`config.mk`:
```
export PLATFORM = sky130hd
export DESIGN_NAME = buffer_port_ctrl
export DESIGN_NICKNAME = d
export VERILOG_FILES = /design/src/rtl/buffer_port_ctrl.sv
export SDC_FILE = /design/constraint.sdc
export NUM_CORES = 1
export LEC_CHECK = 0
export BUFFER_PORTS_ARGS = -buffer_cell sky130_fd_sc_hd__buf_4
export CORE_MARGIN = 2
export CORE_UTILIZATION = 30
export DETAILED_ROUTE_END_ITERATION = 6
export GPL_TIMING_DRIVEN = 1
export SLEW_MARGIN = 20
export SYNTH_ARGS = -nofsm -noshare
export SYNTH_HDL_FRONTEND = slang
export SYNTH_SLANG_ARGS = --single-unit
```
`constraint.sdc`:
```
create_clock -name clk -period 6.1 [get_ports clk]
set_input_delay 0.61 -clock clk [delete_from_list [all_inputs] [get_ports clk]]
set_output_delay 0.61 -clock clk [all_outputs]
set_load 0.03 [all_outputs]
```
`src/rtl/buffer_port_ctrl.sv`:
```
// buffer_port_ctrl: sequences router write/read/mark requests into four-phase flit buffer handshakes.
// Optional handshake timeout with hs_err pulse when BUFFER_PORT_CTRL_TIMEOUT_EN is defined.
module buffer_port_ctrl #(
    parameter int addr_w = 8,
    parameter int width  = 30,
    parameter int TO_CYC = 64
) (
    input  logic              clk,
    input  logic              rst,
    input  logic              wr_valid,
    input  logic [width-1:0]  wr_data,
    output logic              wr_ready,
    input  logic              rd_valid,
    input  logic [addr_w-1:0] rd_index,
    output logic              rd_ready,
    output logic              rd_done,
    output logic [width-1:0]  rd_data,
    input  logic              mk_valid,
    input  logic              mk_set,
    input  logic [addr_w-1:0] mk_index,
    output logic              mk_ready,
    output logic              mk_done,
    output logic [width-1:0]  buf_in,
    output logic [addr_w-1:0] buf_index,
    output logic              buf_add,
    output logic              buf_remove,
    output logic              buf_mark,
    output logic              buf_un_mark,
    input  logic              buf_add_finish,
    input  logic              buf_remove_finish,
    input  logic              buf_mark_finish,
    input  logic              buf_un_mark_finish,
    input  logic [width-1:0]  buf_out,
    input  logic              buf_full,
    input  logic              buf_empty,
    output logic              hs_err
);
    typedef enum logic [1:0] {IDLE, REQ, REL} state_t;
    typedef enum logic [1:0] {OP_ADD, OP_RM, OP_MK, OP_UM} op_t;

    state_t state, state_n;
    op_t op, op_n;
    logic [3:0] stb;
    logic stb_n, fin, any_fin, take_rd, to_hit;
    logic wr_rdy_n, rd_rdy_n, mk_rdy_n, rd_done_n, mk_done_n, err_n;
    logic [addr_w-1:0] idx_n;
    logic [width-1:0] in_n, rdat_n;

    assign {buf_un_mark, buf_mark, buf_remove, buf_add} = stb;
    assign fin = op == OP_ADD ? buf_add_finish :
                 op == OP_RM  ? buf_remove_finish :
                 op == OP_MK  ? buf_mark_finish : buf_un_mark_finish;
    assign any_fin = buf_add_finish | buf_remove_finish | buf_mark_finish | buf_un_mark_finish;
    assign take_rd = rd_valid & ~buf_empty;

`ifdef BUFFER_PORT_CTRL_TIMEOUT_EN
    localparam int cw = $clog2(TO_CYC + 1);
    logic [cw-1:0] cnt;
    assign to_hit = state != IDLE && cnt == cw'(TO_CYC - 1);
    always_ff @(posedge clk or posedge rst) begin
        if (rst) cnt <= '0;
        else cnt <= (state == IDLE || state_n != state) ? '0 : cnt + 1'b1;
    end
`else
    assign to_hit = 1'b0;
`endif

    always_comb begin
        state_n = state;
        op_n = op;
        stb_n = 1'b0;
        idx_n = buf_index;
        in_n = buf_in;
        rdat_n = rd_data;
        wr_rdy_n = 1'b0;
        rd_rdy_n = 1'b0;
        mk_rdy_n = 1'b0;
        rd_done_n = 1'b0;
        mk_done_n = 1'b0;
        err_n = 1'b0;
        case (state)
            IDLE: begin
                if (take_rd) begin
                    rd_rdy_n = 1'b1;
                    idx_n = rd_index;
                    op_n = OP_RM;
                    state_n = REQ;
                end else if (mk_valid) begin
                    mk_rdy_n = 1'b1;
                    idx_n = mk_index;
                    op_n = mk_set ? OP_MK : OP_UM;
                    state_n = REQ;
                end else if (wr_valid & ~buf_full) begin
                    wr_rdy_n = 1'b1;
                    in_n = wr_data;
                    op_n = OP_ADD;
                    state_n = REQ;
                end
            end
            REQ: begin
                if (fin) begin
                    state_n = REL;
                    rdat_n = op == OP_RM ? buf_out : rd_data;
                end else if (to_hit) begin
                    err_n = 1'b1;
                    state_n = REL;
                end else begin
                    // a strobe may only rise while every finish line is low
                    stb_n = (|stb) | ~any_fin;
                end
            end
            REL: begin
                if (!fin) begin
                    state_n = IDLE;
                    rd_done_n = op == OP_RM;
                    mk_done_n = op == OP_MK || op == OP_UM;
                end else if (to_hit) begin
                    err_n = 1'b1;
                    state_n = IDLE;
                end
            end
            default: state_n = IDLE;
        endcase
    end

    always_ff @(posedge clk or posedge rst) begin
        if (rst) begin
            state <= IDLE;
            op <= OP_ADD;
            stb <= '0;
            buf_index <= '0;
            buf_in <= '0;
            rd_data <= '0;
            wr_ready <= 1'b0;
            rd_ready <= 1'b0;
            mk_ready <= 1'b0;
            rd_done <= 1'b0;
            mk_done <= 1'b0;
            hs_err <= 1'b0;
        end else begin
            state <= state_n;
            op <= op_n;
            stb <= stb_n ? 4'b0001 << op_n : 4'b0000;
            buf_index <= idx_n;
            buf_in <= in_n;
            rd_data <= rdat_n;
            wr_ready <= wr_rdy_n;
            rd_ready <= rd_rdy_n;
            mk_ready <= mk_rdy_n;
            rd_done <= rd_done_n;
            mk_done <= mk_done_n;
            hs_err <= err_n;
        end
    end
endmodule

```
==> results of run 1 <==
==> through the flow <==
step | worst slack [ps] | std cells
3_5_place_dp | 4010 | 509
6_report | 4140 | 524
2_1_floorplan | 3410 | 211
3_3_place_gp | 4060 | 509
4_1_cts | 4150 | 524
5_1_grt | 4090 | 524
==> cells in the mapped netlist, types with 2 or more instances <==
cell type,n
sky130_fd_sc_hd__dfrtp_1,81
sky130_fd_sc_hd__mux2_2,30
sky130_fd_sc_hd__mux2_4,30
sky130_fd_sc_hd__o21ai_0,11
sky130_fd_sc_hd__mux2i_1,8
sky130_fd_sc_hd__nand2_1,8
sky130_fd_sc_hd__inv_1,6
sky130_fd_sc_hd__buf_2,4
sky130_fd_sc_hd__buf_6,3
sky130_fd_sc_hd__nand2b_1,3
sky130_fd_sc_hd__nor3_1,3
sky130_fd_sc_hd__nor3b_1,3
sky130_fd_sc_hd__nor4_1,3
sky130_fd_sc_hd__a21boi_0,2
sky130_fd_sc_hd__nor2b_1,2
==> area by class of cell <==
cell class | instances | share of cell area [%]
multi-input combinational | 115 | 23.7
tap | 140 | 3.60
inverter | 6 | 0.489
clock buffer | 11 | 3.11
clock inverter | 4 | 1.57
sequential | 81 | 41.7
timing repair buffer | 167 | 25.8
==> cells by family after synthesis <==
kind of cell / Yosys count
buffers and inverters: 15
other: 1
and+or+nand+nor: 27
DFF: 81
muxes: 69
AOI/OAI and AO/OA: 18
==> layer usage <==
| layer | GRT usage [%] | routed length [µm] |
|---|---|---|
| met4 | 4.40 | 138 |
| met5 | 0 | 0 |
| met2 | 19.4 | 3610 |
| met3 | 5.55 | 684 |
| met1 | 16.6 | 3230 |
==> path summary, 6_finish.rpt <==
path	slack [ps]	to	start
setup reg to reg	4140	rd_data[14]	state[1]
setup / recovery	4140	rd_data[14]	state[1]
min in group asynchronous	460	buf_in[13]	rst
hold reg to reg	490	buf_index[4]	buf_index[4]
max in group asynchronous	5120	rd_data[14]	rst
hold / removal	450	rd_done	buf_remove_finish
==> registers in the layout, indices dropped and copies added, names as in the netlist <==
name       flops
buf_in        30
buf_index      8
mk_done        1
mk_ready       1
op             2
rd_data       30
rd_done        1
rd_ready       1
state          2
stb            4
wr_ready       1
==> report_power, final <==
part	internal [mW]	leakage, nW	switching (mW)	total [mW]
combinational	0.585	1.39	0.715	1.30
clock	0.251	0.112	0.190	0.441
sequential	0.779	0.998	0.139	0.918
==> worst max-delay path: stages, from the launching register on <==
cell and delay [ps]:
sky130_fd_sc_hd__dfrtp_1 420, sky130_fd_sc_hd__nand2b_1 190, sky130_fd_sc_hd__or4b_4 810, sky130_fd_sc_hd__mux2_4 390
==> flow_metrics.env, run 1 <==
export IMPL_setup_worst_path_class="flop to flop"
export IMPL_grt_overflow_total=0
export IMPL_synth_sequential_area_ratio_pct=62.0
export IMPL_timing_final_hold_violations=0
export IMPL_outcome="finished clean"
export IMPL_gr_usage_all_layers_pct=12.9
export IMPL_drt_wirelength_per_cell_um=14.6
export IMPL_hpwl_mm=5.61
export IMPL_mostFrequentLayoutCell="sky130_fd_sc_hd__buf_4"
export IMPL_vdd_drop_max_mv=0.235
export IMPL_timing_hold_worst_path_depth=2
export IMPL_area_used_by_multi_input_combinational_logic_um2=1150
export IMPL_layout_cell_share_with_drive_strength_beyond_1_pct=63.8
export IMPL_detailedRoute_firstPassIterationCount=4
export IMPL_postSynthRegisterBits=81
export IMPL_die_h_um=108
export IMPL_startpoint_type="flop"
export IMPL_die_width_um=108
export IMPL_fp_coreArea_um2=10700
export IMPL_cts_repair_timing_setup_buffer_count=0
export IMPL_route_detailed_vias_per_inst=4.44
export IMPL_synthesis_area_um2=3270
export IMPL_crit_path_end_kind="flop"
export IMPL_wirelength_mm=7.66
export IMPL_synth_edff_count=0
export IMPL_synthesis_nets=299
export IMPL_place_area_um2=4630
export IMPL_report_final_slew_viol_count=0
export IMPL_cts_inserted_buffers=9
export IMPL_post_route_min_period_ps=1960
export IMPL_power_density_cell_area_nw_per_um2=547
export IMPL_p_leak_nw=2.50
export IMPL_fin_clk_skew_ps=5.56
export IMPL_cts_root_buffer_cell="sky130_fd_sc_hd__clkbuf_8"
export IMPL_mean_area_per_synthesized_cell_um2=15.5
export IMPL_synthXorXnorAreaFrac_pct=0
export IMPL_clock_tree_from_tritoncts="yes"
export IMPL_async_reset_ff_share_pct=100
export IMPL_post_synth_and_or_nand_nor_area_fraction_pct=4.75
export IMPL_placement_rows=38
export IMPL_drtAntennaViolNets=0
export IMPL_grt_antenna_before_repair=0
export IMPL_cts_reportedPaths_clkPinSlew_ps=80
export IMPL_dominant_cell_type_by_area_after_synthesis="sky130_fd_sc_hd__dfrtp_1"
export IMPL_final_cell_mix="sky130_fd_sc_hd__buf_4, sky130_fd_sc_hd__dfrtp_1, sky130_fd_sc_hd__mux2_4, sky130_fd_sc_hd__mux2_2"
export IMPL_fin_nets=468
export IMPL_floorplan_initialDensity_pct=30.4
export IMPL_timing_max_slew_rel_slack_pct=40.3
export IMPL_main_combinational_cell_family_by_area_after_synthesis="multiplexers"
export IMPL_finalHoldWorstSlack_ps=447
export IMPL_num_io_pins=166
export IMPL_path_max_fanout=30
export IMPL_clock_latency_ps=340
export IMPL_overall_die_area_um2=11700
export IMPL_diodes=0
export IMPL_timing_worst_slew_pin_value_ps=890
export IMPL_maxCapViolCount=0
export IMPL_synth_compound_area_share_pct=3.18
export IMPL_unrepaired_setup_endpoints_after_global_routing="false"
export IMPL_total_power_mw=2.66
export IMPL_timing_critical_path_arrival_ps=2180
export IMPL_hold_path_class="input port to flop"
export IMPL_synth_cell_types=29
export IMPL_htree_num_levels=3
export IMPL_final_setup_violations=0
export IMPL_setup_tns_final_ps=0
export IMPL_sequential_cell_area_um2=2030
export IMPL_drt_first_iter_violations=59
export IMPL_ctsLongestPathBuffers=2
export IMPL_placement_io_buffers=164
export IMPL_worst_r2r_cell_count=3
export IMPL_cts_sink_count=81
export IMPL_fillcell_total=1003
export IMPL_min_period_over_period_pct=32.1
export IMPL_fmax_ghz=0.510
export IMPL_gpl_final_weighted_congestion=0.728
export IMPL_dr_total_vias=2324
export IMPL_critical_path_required_ps=6320
export IMPL_synth_top_cell_area_share_pct=62.0
export IMPL_area_growth_synth_to_final_pct=48.9
export IMPL_synth_adder_area_share_pct=0
export IMPL_synth_area_leaders="sky130_fd_sc_hd__dfrtp_1, sky130_fd_sc_hd__mux2_4, sky130_fd_sc_hd__mux2_2"
export IMPL_count_of_unresolved_drc_violations_after_routing=0
export IMPL_synth_cells=211
export IMPL_final_design_area_no_fill_um2=4860
export IMPL_fraction_of_synthesized_area_in_multiplexers_pct=27.3
export IMPL_post_cts_hold_buffer_count=0
export IMPL_grt_start_max_net_pins=82
export IMPL_layout_core_utilization_pct=45.3
export IMPL_grt_pass1_wl_mm=11.7
export IMPL_postCtsResizedCells=0
export IMPL_dominantRegCellSynth="sky130_fd_sc_hd__dfrtp_1"
export IMPL_ys_warn_count=0
export IMPL_grt_pass1_vias=2361
Note: power is estimated with default switching activity, not from simulation.
==> run 2, diff against run 1 <==
Clock period 6.1 ns to 1.6 ns, I/O delays scaled along.
==> run 2 against run 1 <==
Net effect:
- sequential share of layout area shrank 1.9 points
- the flow now finishes with violations (negative setup slack)
- maximum frequency grew 16%
- via count grew 2.1%
==> flow_metrics.env, run 2 (same netlist as run 1, synthesis figures left out) <==
export IMPL_internal_power_mw=6.25
export IMPL_final_cell_mix="sky130_fd_sc_hd__buf_4, sky130_fd_sc_hd__dfrtp_1, sky130_fd_sc_hd__mux2_4, sky130_fd_sc_hd__mux2_2, sky130_fd_sc_hd__o21ai_0"
export IMPL_pwr_share_seq_pct=33.4
export IMPL_min_period_over_period_pct=106
export IMPL_cts_inserted_buffers=9
export IMPL_total_power_mw=10.4
export IMPL_regToRegStartpoint="state[1]"
export IMPL_final_design_area_no_fill_um2=5100
export IMPL_switching_share_pct=39.9
export IMPL_htree_num_levels=3
export IMPL_finalHoldWorstSlack_ps=31.0
export IMPL_timing_critical_path_to="rd_data[29]"
export IMPL_report_final_slew_viol_count=0
export IMPL_crit_path_end_kind="flop"
export IMPL_grt_pass1_vias=2498
export IMPL_grt_start_max_net_pins=82
export IMPL_ctsLongestPathBuffers=2
export IMPL_route_detailed_vias_per_inst=4.37
export IMPL_critPathLaunch="state[1]"
export IMPL_cts_root_buffer_cell="sky130_fd_sc_hd__clkbuf_8"
export IMPL_failed_checks="negative setup slack"
export IMPL_power_switching_mw=4.15
export IMPL_setup_tns_final_ps=-2180
export IMPL_num_io_pins=166
export IMPL_grt_overflow_total=0
export IMPL_vdd_drop_max_mv=0.821
export IMPL_hpwl_mm=5.56
export IMPL_setup_worst_path_class="flop to flop"
export IMPL_worst_r2r_cell_count=4
export IMPL_cts_reportedPaths_clkPinSlew_ps=80
export IMPL_wirelength_mm=7.99
export IMPL_timing_final_hold_violations=0
export IMPL_startpoint_type="flop"
export IMPL_detailedRoute_firstPassIterationCount=4
export IMPL_final_setup_violations=30
export IMPL_clock_tree_from_tritoncts="yes"
export IMPL_place_area_um2=4760
export IMPL_die_h_um=108
export IMPL_layout_core_utilization_pct=47.5
export IMPL_overall_die_area_um2=11700
export IMPL_dr_total_vias=2372
export IMPL_finalWorstSetupSlack_ps=-95.0
export IMPL_die_width_um=108
export IMPL_post_layout_nonfiller_instances=543
export IMPL_share_clk_of_total_power_pct=14.6
export IMPL_drt_wirelength_per_cell_um=14.7
export IMPL_post_route_min_period_ps=1700
export IMPL_timing_critical_path_arrival_ps=1930
export IMPL_count_of_unresolved_drc_violations_after_routing=0
export IMPL_gpl_final_weighted_congestion=0.703
export IMPL_clock_latency_ps=350
export IMPL_grt_antenna_before_repair=0
export IMPL_maxCapViolCount=0
export IMPL_layout_top_registers="buf_in: 30 flops, rd_data: 30 flops, buf_index: 8 flops"
export IMPL_floorplan_initialDensity_pct=30.4
export IMPL_unrepaired_setup_endpoints_after_global_routing="true"
export IMPL_timing_reg2reg_setup_slack_ps=-100
export IMPL_placement_io_buffers=164
export IMPL_placedCellCount=520
export IMPL_hold_path_class="input port to flop"
export IMPL_worst_r2r_endpoint="rd_data[29]"
export IMPL_layout_cell_share_with_drive_strength_beyond_1_pct=67.0
export IMPL_min_from="buf_out[0]"
export IMPL_mostFrequentLayoutCell="sky130_fd_sc_hd__buf_4"
export IMPL_critical_path_required_ps=1830
export IMPL_fin_clk_skew_ps=7.42
export IMPL_fmax_ghz=0.590
export IMPL_power_share_of_the_combinational_group_pct=52.0
export IMPL_drtAntennaViolNets=0
export IMPL_fin_nets=486
export IMPL_area_growth_synth_to_final_pct=56.1
export IMPL_outcome="finished with violations"
export IMPL_cts_sink_count=81
export IMPL_fp_coreArea_um2=10700
export IMPL_diodes=0
export IMPL_power_density_cell_area_nw_per_um2=2040
export IMPL_path_max_fanout=15
export IMPL_gr_usage_all_layers_pct=13.3
export IMPL_p_leak_nw=2.62
export IMPL_pre_cts_slack_ps=-88.7
export IMPL_placement_rows=38
export IMPL_grt_pass1_wl_mm=12.0
export IMPL_drt_first_iter_violations=63
==> run 2: layout make-up <==
| type | count | area (µm²) |
|---|---|---|
| fillers | 998 | 5640 |
| repair buffers | 185 | 1460 |
| well taps | 140 | 175 |
| inverters | 6 | 26.3 |
| flip-flops and latches | 81 | 2030 |
| multi-input cells | 115 | 1210 |
| clock inverters | 5 | 55.1 |
| clock buffers | 11 | 141 |
==> run 2: power groups by stage <==
stage          combinational (mW)  clock [mW]  sequential [mW]
6_report                     5.41        1.51             3.48
3_3_place_gp                 5.18           0             3.50
4_1_cts                      5.34        1.58             3.49
3_5_place_dp                 5.26           0             3.51
5_1_grt                      5.73        1.67             3.60
2_1_floorplan                1.45           0             5.23
==> run 2: repair_timing <==
| action | CTS | global route |
|---|---|---|
| endpoints found under the setup margin | 64 | 65 |
| gates resized for setup | 7 | 5 |
| cloned | 0 | 2 |
| endpoints found under the hold margin | 82 | 0 |
| setup buffers | 1 | 2 |
| hold buffers | 2 | 0 |
| pin swaps | 2 | 5 |
==> run 2: how the worst min path moves through the flow <==
stage	endpoint	slack (ps)	cells after the start
floorplan	rd_done	230	1
global placement	rd_data[7]	320	3
detailed placement	rd_data[10]	330	3
CTS	rd_data[0]	10	2
global route	rd_data[16]	3	2
finish	rd_data[0]	30	2
==> run 2: critical path, stage by stage, from the launching register on <==
cell and delay (ps):
sky130_fd_sc_hd__dfrtp_1 380, sky130_fd_sc_hd__nand2b_4 140, sky130_fd_sc_hd__or4b_4 540, sky130_fd_sc_hd__buf_16 200, sky130_fd_sc_hd__mux2_4 300
==> run 2: layer usage <==
metal | part of all wire [%] | track usage, % | up-vias
met5 | 0 | 0 | -
li1 | - | - | 1114
met1 | 42 | 16.2 | 1152
met4 | 2.2 | 5.86 | 0
met2 | 49 | 21.5 | 93
met3 | 7.2 | 4.58 | 13
